## src/rtl/arith_pkg.sv

```systemverilog
// Shared definitions for the byte-serial arithmetic datapath.
package arith_pkg;
  localparam int BYTE_W = 8;

  typedef enum logic [1:0] {
    ST_IDLE = 2'd0,
    ST_RUN  = 2'd1,
    ST_DONE = 2'd2
  } state_t;

  // Index width for n bytes; never below 1 so a single-byte build still
  // has a legal (if unused) index register.
  function automatic int clog2(input int n);
    int w;
    w = 1;
    while ((1 << w) < n) w++;
    return w;
  endfunction
endpackage

```

## src/rtl/mb_add_seq_if.sv

```systemverilog
// Operand/result bundle between the operand registers and the sequencer.
interface mb_add_seq_if
  import arith_pkg::*;
#(
  parameter int NBYTES = 4
);
  logic                     start;
  logic                     sub;
  logic [BYTE_W*NBYTES-1:0] a;
  logic [BYTE_W*NBYTES-1:0] b;
  logic                     busy;
  logic                     done;
  logic [BYTE_W*NBYTES-1:0] result;
  logic                     co;
  logic                     ovf;
  logic                     zero;

  modport master (output start, sub, a, b,
                  input  busy, done, result, co, ovf, zero);
  modport slave  (input  start, sub, a, b,
                  output busy, done, result, co, ovf, zero);
endinterface

```

## src/rtl/add8_slice.sv

```systemverilog
// Combinational 8-bit ripple adder made of full-adder cells.
module add8_slice
  import arith_pkg::*;
(
  input  logic [BYTE_W-1:0] a,
  input  logic [BYTE_W-1:0] b,
  input  logic              ci,
  output logic [BYTE_W-1:0] s,
  output logic              co
);
  // Ripple the carry through one full-adder cell per bit.
  always_comb begin
    logic cy;
    cy = ci;
    s  = '0;
    for (int i = 0; i < BYTE_W; i++) begin
      s[i] = a[i] ^ b[i] ^ cy;
      cy   = (a[i] & b[i]) | (cy & (a[i] ^ b[i]));
    end
    co = cy;
  end
endmodule

```

## src/rtl/mb_add_seq.sv

```systemverilog
// Byte-serial add/subtract sequencer: one shared 8-bit slice, LSB first.
module mb_add_seq
  import arith_pkg::*;
#(
  parameter int NBYTES = 4
)(
  input  logic         clk,
  input  logic         rst_n,
  mb_add_seq_if.slave  bus
);
  localparam int              IDXW = clog2(NBYTES);
  localparam logic [IDXW-1:0] LAST = IDXW'(NBYTES - 1);

  state_t                          state;
  logic [NBYTES-1:0][BYTE_W-1:0]   opa, opb, res, res_nxt;
  logic                            carry;
  logic [IDXW-1:0]                 idx;
  logic                            busy_q, done_q, co_q, ovf_q, zero_q;
  logic [BYTE_W-1:0]               sum;
  logic                            sum_co;

  add8_slice u_add (
    .a  (opa[idx]),
    .b  (opb[idx]),
    .ci (carry),
    .s  (sum),
    .co (sum_co)
  );

  // Result as it will look after this cycle's byte is written; lets the
  // zero flag be registered on the same edge as the final byte.
  always_comb begin
    res_nxt      = res;
    res_nxt[idx] = sum;
  end

  // Control FSM with operand, carry, result and flag registers.
  always_ff @(posedge clk or negedge rst_n) begin
    if (!rst_n) begin
      state  <= ST_IDLE;
      opa    <= '0;
      opb    <= '0;
      res    <= '0;
      carry  <= 1'b0;
      idx    <= '0;
      busy_q <= 1'b0;
      done_q <= 1'b0;
      co_q   <= 1'b0;
      ovf_q  <= 1'b0;
      zero_q <= 1'b0;
    end else begin
      case (state)
        ST_IDLE: begin
          done_q <= 1'b0;
          if (bus.start) begin
            opa    <= bus.a;
            // Subtraction is A + ~B + 1: invert here, inject the +1 as
            // the byte-0 carry-in.
            opb    <= bus.sub ? ~bus.b : bus.b;
            carry  <= bus.sub;
            idx    <= '0;
            res    <= '0;
            co_q   <= 1'b0;
            ovf_q  <= 1'b0;
            zero_q <= 1'b0;
            busy_q <= 1'b1;
            state  <= ST_RUN;
          end
        end
        ST_RUN: begin
          res[idx] <= sum;
          carry    <= sum_co;
          if (idx == LAST) begin
            busy_q <= 1'b0;
            done_q <= 1'b1;
            co_q   <= sum_co;
            ovf_q  <= (opa[NBYTES-1][BYTE_W-1] == opb[NBYTES-1][BYTE_W-1]) &&
                      (sum[BYTE_W-1] != opa[NBYTES-1][BYTE_W-1]);
            zero_q <= (res_nxt == '0);
            state  <= ST_DONE;
          end else begin
            idx <= idx + 1'b1;
          end
        end
        ST_DONE: begin
          done_q <= 1'b0;
          state  <= ST_IDLE;
        end
        default: state <= ST_IDLE;
      endcase
    end
  end

  assign bus.busy   = busy_q;
  assign bus.done   = done_q;
  assign bus.result = res;
  assign bus.co     = co_q;
  assign bus.ovf    = ovf_q;
  assign bus.zero   = zero_q;
endmodule

```

## src/flat_wrapper.sv

```systemverilog
// flat-port wrapper written by rule: the top's interface ports become plain ports
module mb_add_seq_flat import arith_pkg::*;
#(
  parameter int NBYTES = 4
)
  (clk, rst_n, bus_start, bus_sub, bus_a, bus_b, bus_busy, bus_done, bus_result, bus_co, bus_ovf, bus_zero);
  mb_add_seq_if #(.NBYTES(NBYTES)) bus_i ();
  input  logic clk;
  input  logic rst_n;
  input wire logic [$bits(bus_i.start)-1:0] bus_start;
  input wire logic [$bits(bus_i.sub)-1:0] bus_sub;
  input wire logic [$bits(bus_i.a)-1:0] bus_a;
  input wire logic [$bits(bus_i.b)-1:0] bus_b;
  output wire logic [$bits(bus_i.busy)-1:0] bus_busy;
  output wire logic [$bits(bus_i.done)-1:0] bus_done;
  output wire logic [$bits(bus_i.result)-1:0] bus_result;
  output wire logic [$bits(bus_i.co)-1:0] bus_co;
  output wire logic [$bits(bus_i.ovf)-1:0] bus_ovf;
  output wire logic [$bits(bus_i.zero)-1:0] bus_zero;
  assign bus_i.start = bus_start;
  assign bus_i.sub = bus_sub;
  assign bus_i.a = bus_a;
  assign bus_i.b = bus_b;
  assign bus_busy = bus_i.busy;
  assign bus_done = bus_i.done;
  assign bus_result = bus_i.result;
  assign bus_co = bus_i.co;
  assign bus_ovf = bus_i.ovf;
  assign bus_zero = bus_i.zero;
  mb_add_seq #(.NBYTES(NBYTES)) u_core (.clk(clk), .rst_n(rst_n), .bus(bus_i));
endmodule
```

## config.mk

```make
export PLATFORM = sky130hd
export DESIGN_NAME = mb_add_seq_flat
export DESIGN_NICKNAME = d
export VERILOG_FILES = /design/src/rtl/arith_pkg.sv /design/src/rtl/mb_add_seq_if.sv /design/src/rtl/add8_slice.sv /design/src/rtl/mb_add_seq.sv /design/src/flat_wrapper.sv
export SDC_FILE = /design/constraint.sdc
export NUM_CORES = 1
export LEC_CHECK = 0
export ABC_AREA = 1
export CAP_MARGIN = 20
export CORE_UTILIZATION = 50
export CTS_CLUSTER_SIZE = 20
export DETAILED_ROUTE_END_ITERATION = 16
export GPL_ROUTABILITY_DRIVEN = 1
export PLACE_DENSITY = 0.77
export SLEW_MARGIN = 20
export SYNTH_ARGS = -nofsm -noshare
export SYNTH_HDL_FRONTEND = slang
export SYNTH_HIERARCHICAL = 1
export SYNTH_SLANG_ARGS = --single-unit
```

## constraint.sdc

```tcl
create_clock -name clk -period 8.9 [get_ports clk]
set_clock_uncertainty 0.1 [all_clocks]
set_input_delay 1.78 -clock clk [delete_from_list [all_inputs] [get_ports clk]]
set_output_delay 1.78 -clock clk [all_outputs]
set_load 0.01 [all_outputs]
```

==> impl_metrics.py, run 1 <==
metrics = {
    "pwr": {
        "irDropWorstVdd_mv": 0.2122,
        "p_total_mw": 2.718,
        "p_per_area_mw_per_mm2": 407.5,
        "p_leak_nw": 3.134,
    },
    "critical_path": {
        "worstPathArrival_ns": 5.64,
        "r2r_slack_ns": 3.42,
        "worstSetupEndpointType": "register",
        "crit_type": "register to register",
        "worstPathMaxFanout": 20,
        "worstPathRequired_ns": 9.06,
        "crit_path_start_kind": "register",
    },
    "yosys": {
        "synth_edf_count": 0,
        "seq_area_frac_synth": 0.4861,
        "post-synth-top-count-cell": "nand2_1",
        "synth_top_area_frac": 0.4861,
        "syn_nets": 760,
        "yosys_warnings": 6,
        "synthFlopType": "dfrtp_1",
        "synth_largest_area_cell": "dfrtp_1",
        "netlist_top_cells_area": "dfrtp_1 (49%), nand2_1 (16%), o21ai_0 (9.2%)",
        "ys_types": 24,
        "async_flop_share": 1.000,
        "mappedNetlistArea_mm2": 0.005456,
        "avgSynthCellArea_um2": 8.036,
        "synthTopCellsByCount": "nand2_1 (236), dfrtp_1 (106), o21ai_0 (100)",
        "ys_ff_latch": 106,
        "syn_inst": 679,
    },
    "cells_and_area": {
        "area.growth.synth_to_final_pct": 22.24,
        "drive_gt1_frac": 0.03791,
        "multi_input_area_mm2": 0.002400,
        "antenna_cells": 0,
        "final_nets": 841,
        "num-fill-cells": 914,
        "regArea_mm2": 0.002653,
    },
    "sta": {
        "fmax_ghz": 0.1825,
        "rsz0062_at_grt": "false",
        "tns_ns": 0,
        "min_period_ns": 5.478,
        "tightest_slew_ns": 0.9102,
        "slew_viol_final": 0,
        "slew_headroom": 0.3925,
        "hold_violations": 0,
        "setup_viol": 0,
        "post-route-period-util": 0.6155,
    },
    "placement": {
        "hpwl_um": 9565,
        "port_buffers": 104,
        "place.gp.congestion": 0.8847,
    },
    "grt": {
        "track_usage": 0.2436,
        "grt_max_degree": 101,
        "grt.overflow.total": 0,
        "first_global_vias": 4507,
        "grt_pass1_wl_um": 21560,
        "antenna_found_initial": 0,
    },
    "drt": {
        "initialDrtViolationCount": 303,
        "wirelength_um": 13110,
        "firstDrtPassIters": 5,
        "viasPerCell": 5.261,
        "drc_errors": 0,
        "avgRoutedWirePerCell_um": 14.55,
        "dr_total_vias": 4740,
        "postRouteAntennaNets": 0,
    },
    "clocking": {
        "clock_sinks": 106,
        "cts_root_buffer": "clkbuf_8",
        "cts_hold_buf": 0,
        "insertion_delay_ns": 0.37,
        "path_clk_slew_ns": 0.10,
        "cts.repair.resized": 0,
        "cts_setup_buffers": 0,
        "clk_path_buf_depth": 2,
        "h-tree-depth": 3,
        "tritoncts": "yes",
        "cts_made_buffers": 9,
    },
    "worst_hold_path": {
        "worstHoldPathType": "register to register",
    },
    "floorplanning": {
        "rows": 37,
        "fp.coreArea_mm2": 0.01046,
        "design.die.area_mm2": 0.01133,
        "die_h_um": 106.5,
        "initial_core_util": 0.5215,
        "die_w_um": 106.5,
        "io_pins": 105,
    },
    "run": {
        "maxCapViolations": 0,
    },
    "run_status": {
        "status": "finished clean",
    },
}
-- worst paths after layout --
| path | from | endpoint | cells past startpoint |
|---|---|---|---|
| hold / removal | u_core/opa[14] | u_core/opa[14] | 2 |
| max in group asynchronous | rst_n | u_core/opb[12] | 3 |
| setup / recovery | u_core/idx[1] | u_core/bus.zero | 22 |
| min in group asynchronous | rst_n | u_core/bus.result[8] | 1 |
| hold reg to reg | u_core/opa[14] | u_core/opa[14] | 2 |
| setup reg to reg | u_core/idx[1] | u_core/bus.zero | 22 |
-- logic make-up after synthesis --
kind of cell / Yosys count / share of synthesized area
buf+inv: 89 / 0.07406
flops: 106 / 0.4861
simple gates: 307 / 0.2192
fa+ha+maj: 13 / 0.04082
compound gates: 132 / 0.1284
xor+xnor: 32 / 0.05136
-- layer usage --
metal	GRT usage	part of all wire	up-vias
met1	0.3159	0.42	2210
met3	0.03433	0.057	32
met4	0.1125	0.030	0
li1	-	-	2316
met5	0	0	-
met2	0.4049	0.49	182
-- cells in the final DEF (no fill, tap or decap), drive strengths merged, types with 2 or more instances in the layout --
| master | n |
|---|---|
| clkinvlp | 2 |
| clkbuf | 10 |
| clkdlybuf4s50 | 102 |
| o21ai | 103 |
| nor2 | 50 |
| xnor2 | 32 |
| nand2 | 237 |
| inv | 55 |
| dfrtp | 106 |
| nand3 | 19 |
| fa | 8 |
| o22ai | 27 |
| ha | 5 |
| buf | 5 |
-- stage by stage --
stage | instance area (um^2) | hold WS (ns) | util | cells | worst slack, ns
5_1_grt | 6670 | 0.4187 | 0.6375 | 901 | 3.095
3_5_place_dp | 6466 | 0.3624 | 0.6180 | 884 | 3.529
4_1_cts | 6643 | 0.3881 | 0.6349 | 900 | 3.510
6_report | 6670 | 0.3924 | 0.6375 | 901 | 3.422
2_1_floorplan | 5456 | 0.3436 | - | 679 | 4.241
3_3_place_gp | 6466 | 0.3574 | 0.6180 | 884 | 3.804
-- layout make-up --
type                            count  area share
Inverter                           52     0.02926
Sequential cell                   106      0.3977
Timing Repair Buffer              107      0.1613
Multi-Input combinational cell    484      0.3598
Tap cell                          136     0.02551
Clock buffer                       10     0.01913
Clock inverter                      6    0.007316
-- report_power, final --
group	switching, mW	internal [mW]
Sequential	0.152	0.699
Combinational	1.01	0.589
Clock	0.169	0.105
Total	1.33	1.39
-- state kept, by name, indices dropped and copies added, names as in the netlist --
name and flops:
u_core/state 2, u_core/bus.result 32, u_core/carry 1, u_core/bus.done 1, u_core/opb 32, u_core/bus.co 1
u_core/idx 2, u_core/opa 32, u_core/bus.zero 1, u_core/bus.ovf 1, u_core/bus.busy 1
-- worst max-delay path, cell delays in order, from the launching register on --
cell	delay, ns
dfrtp_1	0.69
inv_1	0.39
o21ai_0	0.21
o22ai_1	0.14
fa_1	0.42
inv_1	0.08
fa_1	0.18
inv_1	0.06
fa_1	0.40
fa_1	0.41
fa_1	0.40
fa_1	0.42
fa_1	0.38
inv_1	0.08
fa_1	0.40
inv_1	0.12
inv_1	0.08
nand2_1	0.05
o21ai_0	0.10
nand3_1	0.10
nor2_1	0.05
nand3_1	0.07
nand2_1	0.05
No activity file was read; power rests on OpenSTA's default activity.
==> run 2: changes to the inputs <==
--- a/config.mk
+++ b/config.mk
@@ -7,11 +7,11 @@
 export LEC_CHECK = 0
 export ABC_AREA = 1
 export CAP_MARGIN = 20
-export CORE_UTILIZATION = 50
+export CORE_UTILIZATION = 47
 export CTS_CLUSTER_SIZE = 20
 export DETAILED_ROUTE_END_ITERATION = 16
 export GPL_ROUTABILITY_DRIVEN = 1
-export PLACE_DENSITY = 0.77
+export PLACE_DENSITY = 0.76
 export SLEW_MARGIN = 20
 export SYNTH_ARGS = -nofsm -noshare
 export SYNTH_HDL_FRONTEND = slang
==> constraint.sdc (replaced) <==
create_clock -name clk -period 4.9 [get_ports clk]
set_clock_uncertainty 0.1 [all_clocks]
set_input_delay 0.98 -clock clk [delete_from_list [all_inputs] [get_ports clk]]
set_output_delay 0.98 -clock clk [all_outputs]
set_load 0.01 [all_outputs]
==> run 2 against run 1 <==
Wire length is 0.34% higher. Count of clock-buffer cells in the layout stayed put. Total power is 91% higher. Sequential power is 79% higher. Non-clock buffer count is 8 higher. Critical path type unchanged.
==> impl_metrics.py, run 2 (synthesized netlist as in run 1, its figures left out) <==
metrics = {
    "drt": {
        "firstDrtPassIters": 5,
        "postRouteAntennaNets": 0,
        "viasPerCell": 5.203,
        "drc_errors": 0,
        "avgRoutedWirePerCell_um": 14.40,
        "initialDrtViolationCount": 358,
        "wirelength_um": 13150,
        "dr_total_vias": 4750,
    },
    "critical_path": {
        "worstPathCellList": "buf_4 > nor2_2 > o22ai_2 > fa_1 > inv_1 > fa_1 > inv_1 > fa_1 > fa_2 > fa_2 > fa_2 > fa_1 > inv_1 > fa_1 > inv_2 > nand2_1 > o21ai_0 > nor2_1 > nand3_1 > nor2_1 > nand3_1 > nand2_1",
        "timing.rr.end": "u_core/bus.zero",
        "path_common_cell": "fa_1",
        "cpPeakStageDelay_ns": 0.44,
        "worstPathArrival_ns": 4.82,
        "reg2reg_from": "u_core/idx[0]",
        "crit_type": "register to register",
        "reg2regPathDepth": 22,
        "worstSetupEndpointType": "register",
        "r2r_slack_ns": 0.22,
        "crit_path_start_kind": "register",
        "worstPathMaxFanout": 5,
        "startpoint": "u_core/idx[0]",
        "critical-path-slowest-cell": "fa_1",
        "worstPathRequired_ns": 5.04,
    },
    "clocking": {
        "cts_root_buffer": "clkbuf_16",
        "clock_sinks": 106,
        "path_clk_slew_ns": 0.07,
        "tritoncts": "yes",
        "h-tree-depth": 3,
        "clk_path_buf_depth": 2,
        "cts_made_buffers": 9,
        "insertion_delay_ns": 0.34,
    },
    "grt": {
        "grt_pass1_wl_um": 21860,
        "grt_max_degree": 101,
        "antenna_found_initial": 0,
        "track_usage": 0.2373,
        "first_global_vias": 4598,
        "grt.overflow.total": 0,
    },
    "pwr": {
        "pwr-share-seq": 0.294,
        "internal_power_mw": 2.758,
        "irDropWorstVdd_mv": 0.3758,
        "power.switching_mw": 2.420,
        "clkPwrFrac": 0.132,
        "switching_share": 0.4674,
        "combPwrFrac": 0.574,
        "p_per_area_mw_per_mm2": 757.8,
        "p_leak_nw": 3.203,
    },
    "sta": {
        "setup_ws_ns": 0.2193,
        "min_period_ns": 4.681,
        "tightest_slew_ns": 0.9698,
        "hold_violations": 0,
        "slew_headroom": 0.3534,
        "rsz0062_at_grt": "false",
        "tns_ns": 0,
        "slew_viol_final": 0,
        "post-route-period-util": 0.9553,
        "fmax_ghz": 0.2136,
        "setup_viol": 0,
    },
    "cells_and_area": {
        "final_nets": 849,
        "stdcell_count": 913,
        "antenna_cells": 0,
        "area.growth.synth_to_final_pct": 25.25,
        "final_common_cell": "nand2_1",
        "final_cell_mix": "nand2_1 (236), dfrtp_1 (105), clkdlybuf4s50_1 (102)",
        "drive_gt1_frac": 0.05692,
    },
    "worst_hold_path": {
        "worstHoldPathCells": 2,
        "worstHoldPathType": "register to register",
        "min_from": "u_core/bus.busy",
        "min_to": "u_core/bus.busy",
    },
    "run": {
        "maxCapViolations": 0,
    },
    "floorplanning": {
        "fp.coreArea_mm2": 0.01108,
        "io_pins": 105,
        "die_h_um": 109.7,
        "rows": 38,
        "initial_core_util": 0.4925,
        "die_w_um": 109.7,
        "design.die.area_mm2": 0.01204,
    },
    "placement": {
        "hpwl_um": 9702,
        "place_inst": 896,
        "place_ws_ns": 0.03916,
        "port_buffers": 104,
        "place.gp.congestion": 0.9365,
    },
    "run_status": {
        "status": "finished clean",
    },
}
-- run 2: changes by cell type in the layout (fill, tap and decap cells not counted), sizes merged --
cell	before	now
clkinv	1	0
buf	5	13
clkinvlp	2	3
-- run 2: worst max-delay path: cells and delay by family, from the launching register on --
family | cells | cell delay, ns
flip-flops | 1 | 0.43
AO/OA/AOI/OAI | 2 | 0.25
buffers and inverters | 5 | 0.46
adder cells (fa/ha/maj) | 8 | 2.82
AND/OR/NAND/NOR | 7 | 0.52
-- run 2: worst max path at each step --
stage                     slack, ns              end  cells past startpoint
after floorplan                0.24  u_core/bus.zero                     23
after detailed placement       0.04  u_core/bus.zero                     22
after global routing           0.01  u_core/bus.zero                     22
final                          0.22  u_core/bus.zero                     22
after global placement         0.21  u_core/bus.zero                     22
after CTS                      0.06  u_core/bus.zero                     22
-- run 2: metrics by stage --
stage	hold slack (ns)	area, um^2	utilization	total power, mW
final	0.3797	6834	0.6169	5.179
after global routing	0.3983	6834	0.6169	5.643
after CTS	0.3795	6810	0.6148	5.089
after detailed placement	0.3620	6531	0.5896	4.396
after global placement	0.3563	6531	0.5896	4.306
after floorplan	0.3436	5456	-	3.429
-- run 2: power by group through the flow --
stage	Clock (mW)	Sequential, mW	Combinational (mW)
6_report	0.682	1.52	2.97
5_1_grt	0.724	1.56	3.35
4_1_cts	0.694	1.52	2.87
3_5_place_dp	0	1.53	2.86
3_3_place_gp	0	1.52	2.78
2_1_floorplan	0	1.51	1.92
-- run 2: area by class of cell --
class / instances / area (um^2)
clock inverter: 6 / 48.80
clock buffer: 10 / 229.0
fill: 998 / 4244
timing repair buffer: 115 / 1116
tap: 140 / 175.2
multi-input combinational: 484 / 2416
inverter: 52 / 195.2
sequential: 106 / 2654
-- run 2: routing by layer --
metal,vias to the layer above,share of wire,track usage
li1,2329,-,-
met1,2242,0.43,0.3083
met2,157,0.50,0.4079
met3,22,0.047,0.03260
met4,0,0.022,0.08000
met5,-,0,0
-- run 2: timing repair --
| action | in CTS | in global routing |
|---|---|---|
| gates resized for setup | 1 | 11 |
| hold buffers | 0 | 0 |
| endpoints found under the setup margin | 1 | 6 |
| buffers inserted | 0 | 1 |
==> run 3: changes to the inputs <==
--- a/config.mk
+++ b/config.mk
@@ -10,7 +10,6 @@
 export CORE_UTILIZATION = 47
 export CTS_CLUSTER_SIZE = 20
 export DETAILED_ROUTE_END_ITERATION = 16
-export GPL_ROUTABILITY_DRIVEN = 1
 export PLACE_DENSITY = 0.76
 export SLEW_MARGIN = 20
 export SYNTH_ARGS = -nofsm -noshare
==> results of run 3 <==
No change in the layout: final DEF, timing and power equal those of run 2.
